`config.mk`:
```
export PLATFORM = sky130hd
export DESIGN_NAME = ahb_decoder_mux
export DESIGN_NICKNAME = d
export VERILOG_FILES = /design/src/rtl/ahb_decoder_mux.sv
export SDC_FILE = /design/constraint.sdc
export NUM_CORES = 1
export LEC_CHECK = 0
export ABC_AREA = 1
export CAP_MARGIN = 20
export CORE_MARGIN = 2
export CORE_UTILIZATION = 45
export CTS_BUF_LIST = sky130_fd_sc_hd__clkbuf_4 sky130_fd_sc_hd__clkbuf_8
export CTS_CLUSTER_DIAMETER = 150
export DETAILED_ROUTE_END_ITERATION = 6
export DONT_BUFFER_PORTS = 1
export GPL_ROUTABILITY_DRIVEN = 0
export HOLD_SLACK_MARGIN = 0.15
export PLACE_DENSITY_LB_ADDON = 0.08
export SYNTH_ARGS = -nofsm -noshare
export SYNTH_HDL_FRONTEND = slang
export SYNTH_SLANG_ARGS = --single-unit
```
`constraint.sdc`:
```
create_clock -name HCLK -period 1.58 [get_ports HCLK]
set_input_delay 0.158 -clock HCLK [delete_from_list [all_inputs] [get_ports HCLK]]
set_output_delay 0.158 -clock HCLK [all_outputs]
set_load 0.05 [all_outputs]
```
`src/rtl/ahb_decoder_mux.sv`:
```
// AHB-Lite address decoder and registered data-phase response mux.
// Includes a default slave that gives a two-cycle ERROR, and an error log.
module ahb_decoder_mux #(
  parameter int                      N_SLAVES  = 3,
  parameter logic [N_SLAVES*32-1:0]  SLV_BASE  = {32'h1F800000, 32'h00000000, 32'h1FC00000},
  parameter logic [N_SLAVES*32-1:0]  SLV_MASK  = {32'h1FC00000, 32'h10000000, 32'h1FC00000},
  parameter int                      ERR_CNT_W = 8
) (
  input  logic                     HCLK,
  input  logic                     HRESETn,
  input  logic [31:0]              HADDR,
  input  logic [1:0]               HTRANS,
  output logic [N_SLAVES-1:0]      HSEL,
  input  logic [N_SLAVES*32-1:0]   HRDATA_S,
  input  logic [N_SLAVES-1:0]      HREADYOUT_S,
  input  logic [N_SLAVES-1:0]      HRESP_S,
  output logic [31:0]              HRDATA,
  output logic                     HREADY,
  output logic                     HRESP,
  input  logic                     err_clr,
  output logic [ERR_CNT_W-1:0]     err_count,
  output logic [31:0]              err_addr
);

  localparam logic [ERR_CNT_W-1:0] CNT_MAX = '1;

  typedef enum logic [1:0] {S_IDLE, S_ERR1, S_ERR2} state_t;

  logic [N_SLAVES-1:0] match;
  logic                unmapped;
  logic [N_SLAVES:0]   sel_q;   // MSB = default slave, all zero = nothing selected
  state_t              state;
  logic                def_ready, def_resp;
  logic                err_evt;

  genvar gi;
  generate
    for (gi = 0; gi < N_SLAVES; gi++) begin : g_dec
      assign match[gi] = (HADDR & SLV_MASK[32*gi +: 32]) == SLV_BASE[32*gi +: 32];
    end
  endgenerate

  assign unmapped = ~|match;

  // Descending scan so the lowest matching index is the one left standing.
  always_comb begin
    HSEL = '0;
    for (int i = N_SLAVES-1; i >= 0; i--) begin
      if (match[i]) begin
        HSEL    = '0;
        HSEL[i] = 1'b1;
      end
    end
  end

  always_ff @(posedge HCLK or negedge HRESETn) begin
    if (!HRESETn)    sel_q <= '0;
    else if (HREADY) sel_q <= {unmapped, HSEL};
  end

  always_comb begin
    HRDATA = '0;
    HREADY = 1'b1;
    HRESP  = 1'b0;
    if (sel_q[N_SLAVES]) begin
      HREADY = def_ready;
      HRESP  = def_resp;
    end else begin
      for (int i = 0; i < N_SLAVES; i++) begin
        if (sel_q[i]) begin
          HRDATA = HRDATA_S[32*i +: 32];
          HREADY = HREADYOUT_S[i];
          HRESP  = HRESP_S[i];
        end
      end
    end
  end

  // ERR1 never starts a new error: its HREADY is low, the check just makes it explicit.
  assign err_evt = HREADY && HTRANS[1] && unmapped && (state != S_ERR1);

  always_ff @(posedge HCLK or negedge HRESETn) begin
    if (!HRESETn) begin
      state     <= S_IDLE;
      def_ready <= 1'b1;
      def_resp  <= 1'b0;
    end else if (err_evt) begin
      state     <= S_ERR1;
      def_ready <= 1'b0;
      def_resp  <= 1'b1;
    end else if (state == S_ERR1) begin
      state     <= S_ERR2;
      def_ready <= 1'b1;
      def_resp  <= 1'b1;
    end else begin
      state     <= S_IDLE;
      def_ready <= 1'b1;
      def_resp  <= 1'b0;
    end
  end

  // A new error outranks a simultaneous clear.
  always_ff @(posedge HCLK or negedge HRESETn) begin
    if (!HRESETn) begin
      err_count <= '0;
      err_addr  <= '0;
    end else if (err_evt) begin
      err_addr <= HADDR;
      if (err_clr)                   err_count <= ERR_CNT_W'(1);
      else if (err_count != CNT_MAX) err_count <= err_count + ERR_CNT_W'(1);
    end else if (err_clr) begin
      err_count <= '0;
    end
  end

endmodule

```
==> results.toml <==
[status]
status = "finished with violations"
violations = "setup timing"

[detailed_routing]
drtPass1Iterations = 5
viasPerCell = 6.395
first_iter_violations = 360
wl_per_cell_um = 25.49
routed_wl_um = 14840
ant_nets = 0
drc = 0
dr_total_vias = 3722

[sta]
fin_skew_ns = 0.007034
slew_headroom_pct = 59.35
fmax_ghz = 0.5498
setup_tns_ns = -10.88
period_minus_slack_ns = 1.819
hold_violations = 0
fin_ws_ns = -0.2389
finalCritPeriodShare_pct = 115.1
tightest_slew_ns = 0.6097
setup_viol = 76
finalMaxSlewViolations = 0
rsz0062_at_grt = "true"

[critical_path]
r2r_slack_ns = -0.24
worst-path-max-fanout = 4
worstSetupStartpoint = "err_count[0]$_DFFE_PN0P_"
r2r_end = "err_count[6]$_DFFE_PN0P_"
crit_path_start_kind = "register"
cp.arrival_ns = 2.07
crit_path_end = "err_count[6]$_DFFE_PN0P_"
ff2ff_path_depth = 7
crit_required_ns = 1.83
critPathCaptureType = "register"
crit_type = "reg -> reg"
rr_startpoint = "err_count[0]$_DFFE_PN0P_"

[floorplanning]
core_um2 = 5991
start_util_pct = 47.28
num_io_pins = 216
die_area_um2 = 6946
die_h_um = 83.34
rows = 28
fp.dieW_um = 83.34

[job]
drv_cap = 0

[synthesis]
ys_seq_elements = 48
syn_inst = 403
syn_avg_cell_area_um2 = 7.029
synth_cell_type_count = 26
synth_area_um2 = 2833
synth_fp_nets = 543
yosysSeqAreaShare_pct = 42.45
yosysWarningCount = 0

[grt]
met3_usage_pct = 9.145
use_met2_pct = 57.11
grt_pass1_wl_um = 17040
use_met1_pct = 31.91
antenna_found_initial = 1
busiest_layer = "met2"
track_usage_pct = 30.38
grt_pass1_vias = 3347
grt-ovfl-total = 0
grt_max_degree = 49

[layout]
fin_nets = 645
syn_to_final_growth_pct = 91.52
fin_util_pct = 90.56
drive_above_1_share_pct = 49.21
n_fill_cell = 236

[min_path]
hold_depth = 4
hold_class = "in -> reg"
min_from = "HADDR[23]"

[clock_tree]
cts_buffer_depth = 2
insertion_delay_ns = 0.31
cts-buffers-inserted = 5
cts_max_level = 2
cts_root_buffer = "clkbuf_8"
tritoncts = "yes"
path_clk_slew_ns = 0.10
cts.sinks = 48

[power_and_ir_drop]
powerDensity_nw_per_um2 = 993.6
total_power_mw = 5.390
leakage_nw = 2.355
ir_drop_uv = 1103

[place]
place_hpwl_um = 6758
place_worst_setup_slack_ns = -0.01704
portBuffers = 0
[repair_timing]
item / 4_1_cts / 5_1_grt
endpoints found under the hold margin: 90 / 1
pin swaps: 10 / 27
setup buffers: 8 / 9
cloned: 4 / 6
hold buffers: 36 / 1
gates resized for setup: 72 / 142
setup endpoints to repair: 59 / 78
[metrics by stage]
stage / hold slack, ns / instances / instance area [um^2]
floorplan: -0.1376 / 403 / 3197
global placement: -0.1368 / 512 / 4048
detailed placement: -0.1369 / 512 / 4048
CTS: 0.1555 / 568 / 4787
global route: 0.2178 / 582 / 5425
finish: 0.1853 / 582 / 5425
[critical path, cell delays in order (launching register included)]
cell      delay (ns)
dfrtp_2         0.41
ha_1            0.23
nand3_1         0.14
nor2_2          0.31
a21oi_1         0.16
a211oi_1        0.34
nand2_2         0.09
nand2_1         0.08
[routing by layer]
layer | vias to the layer above | share of wire [%]
li1 | 1528 | -
met1 | 1720 | 33
met2 | 365 | 50
met3 | 109 | 11
met4 | 0 | 5.8
met5 | - | 0
[layout make-up]
| class | count | area [um^2] | share of cell area, % |
|---|---|---|---|
| well taps | 75 | 93.84 | 1.730 |
| flip-flops and latches | 48 | 1209 | 22.28 |
| inverters | 23 | 121.4 | 2.237 |
| multi-input cells | 308 | 2220 | 40.91 |
| clock buffers | 6 | 76.32 | 1.407 |
| repair buffers | 119 | 1687 | 31.09 |
| clock inverters | 2 | 16.27 | 0.2998 |
| diodes | 1 | 2.502 | 0.04613 |
[cell usage after synthesis]
cell type | number | area, um^2
nand4_1 | 2 | 12.51
inv_1 | 22 | 82.58
or2_2 | 2 | 12.51
a21oi_2 | 1 | 8.760
buf_6 | 3 | 33.78
a211oi_1 | 1 | 7.510
ha_1 | 1 | 12.51
buf_2 | 4 | 20.02
nand3_2 | 1 | 10.01
clkbuf_1 | 13 | 48.80
o2111ai_1 | 2 | 17.52
nor2_1 | 12 | 45.04
nand2_1 | 147 | 551.8
a21oi_1 | 67 | 335.3
xnor2_1 | 2 | 17.52
dfstp_2 | 1 | 26.28
nand2_4 | 1 | 11.26
buf_8 | 1 | 15.01
buf_1 | 3 | 11.26
dfrtp_1 | 47 | 1176
nand3_1 | 17 | 85.08
nor2_4 | 2 | 22.52
inv_4 | 1 | 6.260
nand2_2 | 8 | 50.05
o21ai_0 | 41 | 205.2
nor3b_1 | 1 | 7.510
[placed cells by master (no fill, tap or decap), drive strengths merged]
| master | netlist | layout |
|---|---|---|
| nand2 | 156 | 156 |
| buf | 11 | 78 |
| a21oi | 68 | 68 |
| dfrtp | 47 | 47 |
| o21ai | 41 | 41 |
| dlygate4sd3 | 0 | 33 |
| inv | 23 | 21 |
| nand3 | 18 | 18 |
| nor2 | 14 | 14 |
| clkbuf | 13 | 11 |
| dlymetal6s4s | 0 | 3 |
| nand4 | 2 | 2 |
| or2 | 2 | 2 |
| clkinvlp | 0 | 2 |
| xnor2 | 2 | 2 |
| o2111ai | 2 | 2 |
| clkinv | 0 | 2 |
| diode | 0 | 1 |
| a211oi | 1 | 1 |
| nor3b | 1 | 1 |
| ha | 1 | 1 |
| dfstp | 1 | 1 |
[worst min-delay path by stage]
stage                              endpoint  slack (ns)
floorplan                def_resp$_DFF_PN0_       -0.14
detailed placement  err_addr[3]$_DFFE_PN0P_       -0.14
CTS                    sel_q[0]$_DFFE_PN0N_        0.16
finish                 sel_q[0]$_DFFE_PN0N_        0.19
global placement    err_addr[5]$_DFFE_PN0P_       -0.14
global route           sel_q[0]$_DFFE_PN0N_        0.22
[kinds of logic after synthesis]
| family | synth area share (%) |
|---|---|
| buffers and inverters | 7.686 |
| DFF | 42.45 |
| adders and majority gates | 0.4416 |
| AOI/OAI and AO/OA | 20.27 |
| and+or+nand+nor | 28.53 |
| xor gates and xnor gates | 0.6185 |
[sequential cells by signal, summed over array words and instances (netlist names)]
signal,cells
sel_q,4
err_addr,32
err_count,8
def_resp,1
state,2
def_ready,1
[power breakdown]
part / switching [mW] / internal [mW] / leakage (nW)
sequential: 0.964 / 1.43 / 0.599
clock: 0.472 / 0.334 / 0.0448
combinational: 1.24 / 0.950 / 1.71
(Power assumes the default switching activity.)
